--- config.mk ---
export PLATFORM = sky130hd
export DESIGN_NAME = rob_alloc_ctrl
export DESIGN_NICKNAME = d
export VERILOG_FILES = /design/src/rtl/rob_alloc_ctrl_pkg.sv /design/src/rtl/rob_ptr_ctr.sv /design/src/rtl/rob_alloc_ctrl.sv
export SDC_FILE = /design/constraint.sdc
export NUM_CORES = 1
export LEC_CHECK = 0
export ABC_AREA = 1
export BUFFER_PORTS_ARGS = -buffer_cell sky130_fd_sc_hd__buf_2
export CAP_MARGIN = 20
export CORE_ASPECT_RATIO = 0.9
export CORE_UTILIZATION = 44
export CTS_BUF_LIST = sky130_fd_sc_hd__clkbuf_8
export CTS_CLUSTER_DIAMETER = 120
export DETAILED_ROUTE_END_ITERATION = 8
export HOLD_SLACK_MARGIN = 0.1
export PLACE_DENSITY = 0.77
export SLEW_MARGIN = 20
export SYNTH_ARGS = -nofsm -noshare
export SYNTH_HDL_FRONTEND = slang
export SYNTH_SLANG_ARGS = --single-unit
export TNS_END_PERCENT = 20
--- constraint.sdc ---
create_clock -name clk -period 2.4 [get_ports clk]
set_input_delay 0.36 -clock clk [delete_from_list [all_inputs] [get_ports clk]]
set_output_delay 0.36 -clock clk [all_outputs]
set_load 0.01 [all_outputs]
--- src/rtl/rob_alloc_ctrl_pkg.sv ---
// rtl/rob_alloc_ctrl_pkg.sv - shared sizing constants and FSM encoding for the ROB allocation controller
package rob_alloc_ctrl_pkg;

  localparam int ROB_DEPTH      = 16;
  localparam int GPR_ADDR_WIDTH = 5;
  localparam int FLUSH_CYCLES   = 2;
  localparam int TW             = $clog2(ROB_DEPTH);

  typedef enum logic {
    ROB_CTRL_RUN   = 1'b0,
    ROB_CTRL_FLUSH = 1'b1
  } rob_ctrl_state_e;

endpackage

--- src/rtl/rob_ptr_ctr.sv ---
// rtl/rob_ptr_ctr.sv - wrapping ROB pointer with increment enable and synchronous clear
module rob_ptr_ctr #(
  parameter int DEPTH = 16,
  localparam int W    = $clog2(DEPTH)
) (
  input  logic         clk,
  input  logic         rst_n,
  input  logic         clr,
  input  logic         inc,
  output logic [W-1:0] ptr
);

  // DEPTH is a power of two, so the natural binary rollover is the wrap
  always_ff @(posedge clk) begin
    if (!rst_n) begin
      ptr <= '0;
    end else if (clr) begin
      ptr <= '0;
    end else if (inc) begin
      ptr <= ptr + W'(1);
    end
  end

endmodule

--- src/rtl/rob_alloc_ctrl.sv ---
// rtl/rob_alloc_ctrl.sv - ROB tag allocation, retirement and flush sequencing for the RAT
module rob_alloc_ctrl #(
  parameter int ROB_DEPTH      = rob_alloc_ctrl_pkg::ROB_DEPTH,
  parameter int GPR_ADDR_WIDTH = rob_alloc_ctrl_pkg::GPR_ADDR_WIDTH,
  parameter int FLUSH_CYCLES   = rob_alloc_ctrl_pkg::FLUSH_CYCLES,
  localparam int TW            = $clog2(ROB_DEPTH)
) (
  input  logic                      clk,
  input  logic                      rst_n,
  input  logic                      dispatch_valid,
  input  logic [GPR_ADDR_WIDTH-1:0] dispatch_dst_addr,
  input  logic                      dispatch_dst_wen,
  output logic                      dispatch_ready,
  output logic                      allocate_en,
  output logic [TW-1:0]             rob_alloc_tag,
  output logic [GPR_ADDR_WIDTH-1:0] rob_alloc_dst_addr,
  output logic                      rob_alloc_dst_wen,
  input  logic                      head_done,
  input  logic [GPR_ADDR_WIDTH-1:0] head_dst_addr,
  input  logic                      head_dst_wen,
  input  logic                      head_br_taken,
  input  logic                      head_exp,
  output logic                      commit_dst_en,
  output logic [GPR_ADDR_WIDTH-1:0] rob_commit_dst_addr,
  output logic [TW-1:0]             rob_commit_Paddr,
  output logic                      rob_commit_br_taken,
  output logic                      rob_commit_exp_en,
  output logic                      flush_busy,
  output logic [TW:0]               rob_count,
  output logic                      rob_empty,
  output logic                      rob_full
);

  import rob_alloc_ctrl_pkg::*;

  localparam int FCW = $clog2(FLUSH_CYCLES + 1);

  rob_ctrl_state_e state_q, state_d;
  logic [FCW-1:0]  fcnt_q, fcnt_d;
  logic [TW:0]     count_q;
  logic [TW-1:0]   head_ptr, tail_ptr;
  logic            commit_fire, flush_trigger;

  assign rob_empty   = (count_q == '0);
  assign rob_full    = (count_q == (TW+1)'(ROB_DEPTH));
  assign rob_count   = count_q;
  assign flush_busy  = (state_q == ROB_CTRL_FLUSH);

  assign commit_fire   = (state_q == ROB_CTRL_RUN) & ~rob_empty & head_done;
  assign flush_trigger = commit_fire & (head_br_taken | head_exp);

  // The flushing commit closes dispatch in its own cycle so nothing lands behind the flush
  assign dispatch_ready = (state_q == ROB_CTRL_RUN) & ~rob_full & ~flush_trigger;
  assign allocate_en    = dispatch_valid & dispatch_ready;

  assign rob_alloc_tag      = tail_ptr;
  assign rob_alloc_dst_addr = dispatch_dst_addr;
  assign rob_alloc_dst_wen  = dispatch_dst_wen & (dispatch_dst_addr != '0);

  assign commit_dst_en       = commit_fire & head_dst_wen & (head_dst_addr != '0);
  assign rob_commit_dst_addr = head_dst_addr;
  assign rob_commit_Paddr    = head_ptr;
  assign rob_commit_br_taken = commit_fire & head_br_taken;
  assign rob_commit_exp_en   = commit_fire & head_exp;

  rob_ptr_ctr #(.DEPTH(ROB_DEPTH)) u_head (
    .clk   (clk),
    .rst_n (rst_n),
    .clr   (flush_trigger),
    .inc   (commit_fire),
    .ptr   (head_ptr)
  );

  rob_ptr_ctr #(.DEPTH(ROB_DEPTH)) u_tail (
    .clk   (clk),
    .rst_n (rst_n),
    .clr   (flush_trigger),
    .inc   (allocate_en),
    .ptr   (tail_ptr)
  );

  always_ff @(posedge clk) begin
    if (!rst_n) begin
      count_q <= '0;
    end else if (flush_trigger) begin
      count_q <= '0;
    end else if (allocate_en && !commit_fire) begin
      count_q <= count_q + (TW+1)'(1);
    end else if (commit_fire && !allocate_en) begin
      count_q <= count_q - (TW+1)'(1);
    end
  end

  always_ff @(posedge clk) begin
    if (!rst_n) begin
      state_q <= ROB_CTRL_RUN;
      fcnt_q  <= '0;
    end else begin
      state_q <= state_d;
      fcnt_q  <= fcnt_d;
    end
  end

  always_comb begin
    state_d = state_q;
    fcnt_d  = fcnt_q;
    case (state_q)
      ROB_CTRL_RUN: begin
        if (flush_trigger) begin
          state_d = ROB_CTRL_FLUSH;
          fcnt_d  = FCW'(FLUSH_CYCLES - 1);
        end
      end
      ROB_CTRL_FLUSH: begin
        if (fcnt_q == '0) begin
          state_d = ROB_CTRL_RUN;
        end else begin
          fcnt_d = fcnt_q - FCW'(1);
        end
      end
      default: state_d = ROB_CTRL_RUN;
    endcase
  end

endmodule

* Word-level counts from Yosys, hierarchy flattened
Cells that the tools add are included.
** Storage, ports and cells
- Register bits :: 16
- Logic and storage cells :: 49
** Cells by class
- Add/sub/neg operators :: 5
- Equal/unequal tests :: 3
- Mux-type cells :: 8
- Bitwise logic cells :: 17
- Reduce and logical (&&, ||, !) cells :: 11
** Operator list (number)
- bitwise AND 1 bit :: 11
- 2-to-1 mux 5 bit :: 2
- nonzero test 5 bit :: 2
- adder 4 x 1 -> 4 bit, second input constant :: 2
- adder 5 x 1 -> 5 bit, second input constant :: 1
- equality test 5 bit, second input constant :: 1
- logical NOT 5 bit :: 1
- NOT 1 bit :: 5
- subtractor 5 x 1 -> 5 bit, second input constant :: 1
- 2-to-1 mux 2 bit :: 2
- inequality test 2 bit, second input constant :: 2
- case mux 2 bit (2 select lines) :: 1
- logical AND 1 bit :: 2
- logical NOT 1 bit :: 2
- logical NOT 2 bit :: 1
- 2-to-1 mux 1 bit :: 2
- case mux 1 bit (2 select lines) :: 1
- AND reduction 2 bit :: 1
- nonzero test 2 bit :: 1
- OR reduction 2 bit :: 1
- subtractor 2 x 1 -> 2 bit, second input constant :: 1
- bitwise OR 1 bit :: 1

* Depth between registers and ports, before layout
- Depth in word-level cells :: 12
- Mapped depth :: 16

* By module
Synthesis repeated with hierarchy kept, for this count alone.
** Second synthesis, totals
- Cell total of the unflattened synthesis :: 162
- Area total of the unflattened synthesis :: 1116.1 sq um
** Modules (own cells, without submodules)
- rob_alloc_ctrl :: times used 1, cells an instance 116, area each 775.7 sq um
- rob_ptr_ctr :: times used 2, cells an instance 23, area each 170.2 sq um

* Worst setup path after synthesis
No wires, ideal clock.
- Path type :: register to register
- Start point :: reg count_q[0] (netlist: rob_count[0])
- End point :: reg count_q[4] (netlist: rob_count[4])
- Arrival :: 2116 ps
- Data required time :: 2287 ps
- Slack :: 171 ps
- Cell stages (with the launch flop) :: 16
- Path buffers :: 0
- Cell sequence :: dfxtp_1 > nor2_2 > nand3_1 > nand2_1 > inv_1 > nand3_2 > inv_1 > ha_1 > inv_1 > fa_1 > nand3_1 > nand3_1 > nand2_1 > nand3_1 > nor2_1 > nor2_1
** On the way
- Longest elaborated chain between the ends :: 11
- Elaborated cells on any way between the ends :: 21
** RTL lines
- start: declaration :: RTL line rob_alloc_ctrl.sv:40 : logic [TW:0] count_q;
- start signal: assignment :: RTL line rob_alloc_ctrl.sv:88 : count_q <= count_q + (TW+1)'(1);
- start signal: assignment :: RTL line rob_alloc_ctrl.sv:90 : count_q <= count_q - (TW+1)'(1);
- logical NOT 5 bit :: RTL line rob_alloc_ctrl.sv:44 : assign rob_empty = (count_q == '0);
- NOT 1 bit :: RTL line rob_alloc_ctrl.sv:49 : assign commit_fire = (state_q == ROB_CTRL_RUN) & ~rob_empty & head_done;
- bitwise AND 1 bit (2 in a row) :: RTL line rob_alloc_ctrl.sv:49
- bitwise AND 1 bit :: RTL line rob_alloc_ctrl.sv:50 : assign flush_trigger = commit_fire & (head_br_taken | head_exp);
- NOT 1 bit :: RTL line rob_alloc_ctrl.sv:53 : assign dispatch_ready = (state_q == ROB_CTRL_RUN) & ~rob_full & ~flush_trigger;
- bitwise AND 1 bit * :: RTL line rob_alloc_ctrl.sv:53
- bitwise AND 1 bit * :: RTL line rob_alloc_ctrl.sv:54 : assign allocate_en = dispatch_valid & dispatch_ready;
- net allocate_en :: RTL line rob_alloc_ctrl.sv:14 : output logic allocate_en,
- logical NOT 1 bit :: RTL line rob_alloc_ctrl.sv:89 : end else if (commit_fire && !allocate_en) begin
- logical AND 1 bit :: RTL line rob_alloc_ctrl.sv:89
- nonzero test 2 bit (no line)
Mark *: on every way through the listed nets, which the timed path passes. The rest lies on a longest branch. The select of a mux whose other input is x is not followed.
A chain may end at the register's enable or synchronous reset.

* Worst setup path in the final report
- Start point :: reg count_q[3] (netlist: rob_count[3])
- End point :: reg count_q[4] (netlist: rob_count[4])
** On the way
- Longest elaborated chain between the ends :: 11
- Elaborated cells on any way between the ends :: 21
** RTL lines (RTL line)
- logical NOT 5 bit :: rob_alloc_ctrl.sv:44
- NOT 1 bit :: rob_alloc_ctrl.sv:49
- bitwise AND 1 bit (2 in a row) :: rob_alloc_ctrl.sv:49
- bitwise AND 1 bit :: rob_alloc_ctrl.sv:50
- NOT 1 bit :: rob_alloc_ctrl.sv:53
- bitwise AND 1 bit :: rob_alloc_ctrl.sv:53
- bitwise AND 1 bit :: rob_alloc_ctrl.sv:54
- logical NOT 1 bit :: rob_alloc_ctrl.sv:89
- logical AND 1 bit :: rob_alloc_ctrl.sv:89
- nonzero test 2 bit (no line)
Several ways; a longest one is shown, not always the timed one. The select of a mux whose other input is x is not followed.

==> key figures <==
Clocking
  – H-tree Lvls: 1
  – Total CTS buffers: 3
  – CTS clk-pin slew, worst paths: 0.06 ns
  – Clock sinks: 16
  – CTS root buffer: clkbuf_8
  – CTS tree: yes
  – Worst skew pair latency: 0.25 ns
  – Maximum buffer depth of the clock tree: 2
  – Cts hold-fix bufs: 0

Timing
  – Period utilisation layout: 90.4%
  – Final Max Slew Viols: 0
  – Hold Vio Cnt, Final: 0
  – RSZ-0062 raised after global routing: false
  – Worst setup margin: 0.231 ns
  – Fin crit period: 2.17 ns
  – Final TNS setup: 0 ns
  – Final setup viols: 0
  – Final clock skew: 0.00611 ns
  – Slew headroom: 80.2%
  – Least-Margin Pin Slew: 0.294 ns
  – Max frequency: 461 MHz

Setup path
  – Req. time, crit path: 2.55 ns
  – Crit path DAT: 2.32 ns
  – Critical path launch point type: flip-flop
  – Critical path type: flip-flop to flip-flop
  – Critical path fanouts, max: 5
  – WP depth: 14
  – Cell mode on critical path: nand3_1
  – Crit path cell chain: nor2_2 > nand3_2 > nand3_4 > nand3_2 > inv_1 > ha_1 > inv_2 > fa_1 > nand3_1 > nand3_1 > nand2_1 > nand3_1 > nor2_1 > nor2_1
  – Crit path max-delay cell type: fa_1
  – Buffers & Inverters on Critical Path: 2
  – Crit path capture type: flip-flop
  – CP top delay family: simple AND/OR/NAND/NOR gates
  – Largest stage delay on the critical path: 0.40 ns
  – Worst-case reg-to-reg path depth: 14

Routing
  – Drt total wl: 2.30 mm
  – Vias per inst: 4.73
  – DR DRC count: 0
  – TritonRoute pass-1 iters: 4
  – Drt wl/cell: 10.1 um
  – Initial DRC Count: 34
  – Total vias in the final route: 1083
  – DRT antenna net count: 0

Die
  – Row cnt: 16
  – Core area: 2280 sq um
  – # IOs: 50
  – Die Span X: 54.9 um
  – Die area: 2720 sq um
  – Starting Density: 48.6%
  – Die Y: 49.6 um

Layout
  – Reg area: 320 sq um
  – Number of diodes: 0
  – Fillers: 235
  – Utilization after layout: 60.6%
  – Nets@finish: 230
  – Multi-input logic area: 588 sq um
  – Area growth from synthesis to layout: 24.8%
  – Share of cells above drive strength 1: 38.1%

Global routing
  – Aggregate global routing overflow: 0
  – GRT Resource Usage Total: 19.0%
  – Initial antenna violation count: 0
  – Global-route wire length before repair: 3.74 mm
  – Largest net degree at the start of global routing: 11
  – Vias in the first global route: 893

Placement
  – Post-DP HPWL: 1.91 mm
  – Routability cong.: 0.844
  – Post-place setup slack: 0.0996 ns
  – IO Port Bufs: 49

Synthesis
  – Xor/xnor cell area share of the yosys netlist: 2.37%
  – Sequential area share after synthesis: 28.9%
  – Simple-gate area share of the yosys netlist: 33.9%
  – Multiplexer share of the synthesized area: 0%
  – Complex-gate fraction of the synthesized area: 7.11%
  – Mapped Cells: 156
  – Synthesized area: 1110 sq um
  – Adder-cell area share of the yosys netlist: 9.71%
  – Yosys cell types: 27
  – Synthesized net count: 182
  – Ys Warns: 0
  – Seq cells post-synth: 16
  – Largest family of logic cells by synthesized area: simple AND/OR/NAND/NOR gates
  – Syn_area_per_cell: 7.11 sq um

Flow run
  – Max-capacitance violation count: 0

Power
  – Seq pwr share: 26.9%
  – Pleak: 0.000763 uW
  – PwrDens: 1000 nW/um^2
  – Switching Power: 630 uW
  – Int Power: 757 uW
  – Sw frac: 45.4%
  – Clock network power share: 14.6%
  – Gate power share: 58.5%
  – Peak VDD IR: 766 uV

Hold path
  – HP Class: input pin to flip-flop
  – Hold Path Depth: 3

Status
  – Outcome: completed
==> synth_stat cells, drive strengths merged <==
| cell | count | share of area, % |
|---|---|---|
| a211oi | 1 | 1.1 |
| a21oi | 7 | 3.5 |
| buf | 10 | 6.8 |
| clkinv | 1 | 0.79 |
| dfxtp | 16 | 29 |
| fa | 1 | 1.8 |
| ha | 7 | 7.9 |
| inv | 31 | 10 |
| nand2 | 31 | 12 |
| nand3 | 12 | 7.4 |
| nand4 | 5 | 2.8 |
| nor2 | 20 | 8.1 |
| nor3 | 3 | 1.4 |
| o21ai | 3 | 1.7 |
| o41ai | 1 | 0.79 |
| or2 | 4 | 2.3 |
| xnor2 | 1 | 0.79 |
| xor2 | 2 | 1.6 |
==> placed cells by master (no fill, tap or decap) <==
| cell | synthesis | layout |
|---|---|---|
| nor2_2 | 6 | 6 |
| xnor2_1 | 1 | 1 |
| fa_1 | 1 | 1 |
| o21ai_2 | 1 | 1 |
| a211oi_2 | 1 | 1 |
| nor3_1 | 3 | 3 |
| nand2_4 | 1 | 1 |
| clkinv_4 | 1 | 1 |
| nand3_1 | 9 | 9 |
| or2_1 | 3 | 3 |
| nand3_2 | 2 | 2 |
| clkbuf_8 | 0 | 3 |
| a21oi_1 | 6 | 6 |
| o41ai_1 | 1 | 1 |
| xor2_1 | 2 | 2 |
| nand3_4 | 1 | 1 |
| inv_2 | 2 | 3 |
| o21ai_0 | 2 | 2 |
| or2_2 | 1 | 1 |
| nor2_1 | 14 | 14 |
| buf_2 | 0 | 49 |
| nand2_2 | 3 | 3 |
| nand2_1 | 27 | 27 |
| nand4_1 | 5 | 5 |
| dfxtp_1 | 16 | 16 |
| a21oi_2 | 1 | 1 |
| buf_4 | 10 | 4 |
| ha_1 | 7 | 7 |
| inv_1 | 29 | 28 |
==> layout make-up <==
type / instances / share of cell area [%]
Clock buffer: 3 / 2.98
Timing Repair Buffer: 53 / 19.9
Sequential cell: 16 / 23.1
Multi-Input combinational cell: 98 / 42.5
Tap cell: 27 / 2.44
Inverter: 32 / 9.04
==> worst paths after layout <==
| check | endpoint | slack, ns | startpoint |
|---|---|---|---|
| min reg2reg | fcnt_q[1] | 0.46 | fcnt_q[1] |
| min | flush_busy | 0.39 | rst_n |
| max | rob_count[4] | 0.23 | rob_count[3] |
| max reg2reg | rob_count[4] | 0.23 | rob_count[3] |
==> metrics by stage <==
stage / total power (uW) / cell area, sq um / instances / hold WS, ns
after floorplan: 942 / 1110 / 156 / 0.435
after global placement: 1150 / 1340 / 225 / 0.446
after detailed placement: 1170 / 1340 / 225 / 0.463
after CTS: 1380 / 1380 / 228 / 0.383
after global routing: 1520 / 1380 / 229 / 0.399
final: 1390 / 1380 / 229 / 0.388
==> repair_timing <==
action / 4_1_cts / 5_1_grt
resized for setup: 0 / 1
endpoints found under the hold margin: 0 / 0
setup endpoints to repair: 0 / 2
buffers inserted: 0 / 1
==> power by group through the flow <==
stage / clock, uW / sequential (uW) / combinational (uW)
after floorplan: 0 / 405 / 537
after global placement: 0 / 378 / 776
after detailed placement: 0 / 379 / 795
after CTS: 209 / 373 / 800
after global routing: 223 / 382 / 913
final: 202 / 373 / 811
==> worst min-delay path: stages <==
cell,delay (ns)
buf_2,0.13
inv_1,0.07
nor2_1,0.04
==> registers in the layout (all words and copies together), names as in the netlist <==
name and cells:
flush_busy 1, rob_count 5, fcnt_q 2, u_head.ptr 4, u_tail.ptr 4
==> routing by layer <==
layer | track usage (%) | share of wire, % | vias to the layer above
met2 | 29.9 | 46 | 40
met4 | 5.00 | 0.91 | 0
met3 | 7.10 | 7.6 | 4
met5 | 0 | 0 | -
li1 | - | - | 572
met1 | 23.8 | 45 | 467
==> cells by family after synthesis <==
| logic type | Yosys count |
|---|---|
| compound gates | 12 |
| xor+xnor | 3 |
| fa+ha+maj | 8 |
| buf+inv | 42 |
| flops | 16 |
| simple gates | 75 |
Note: power is estimated with default switching activity, not from simulation.
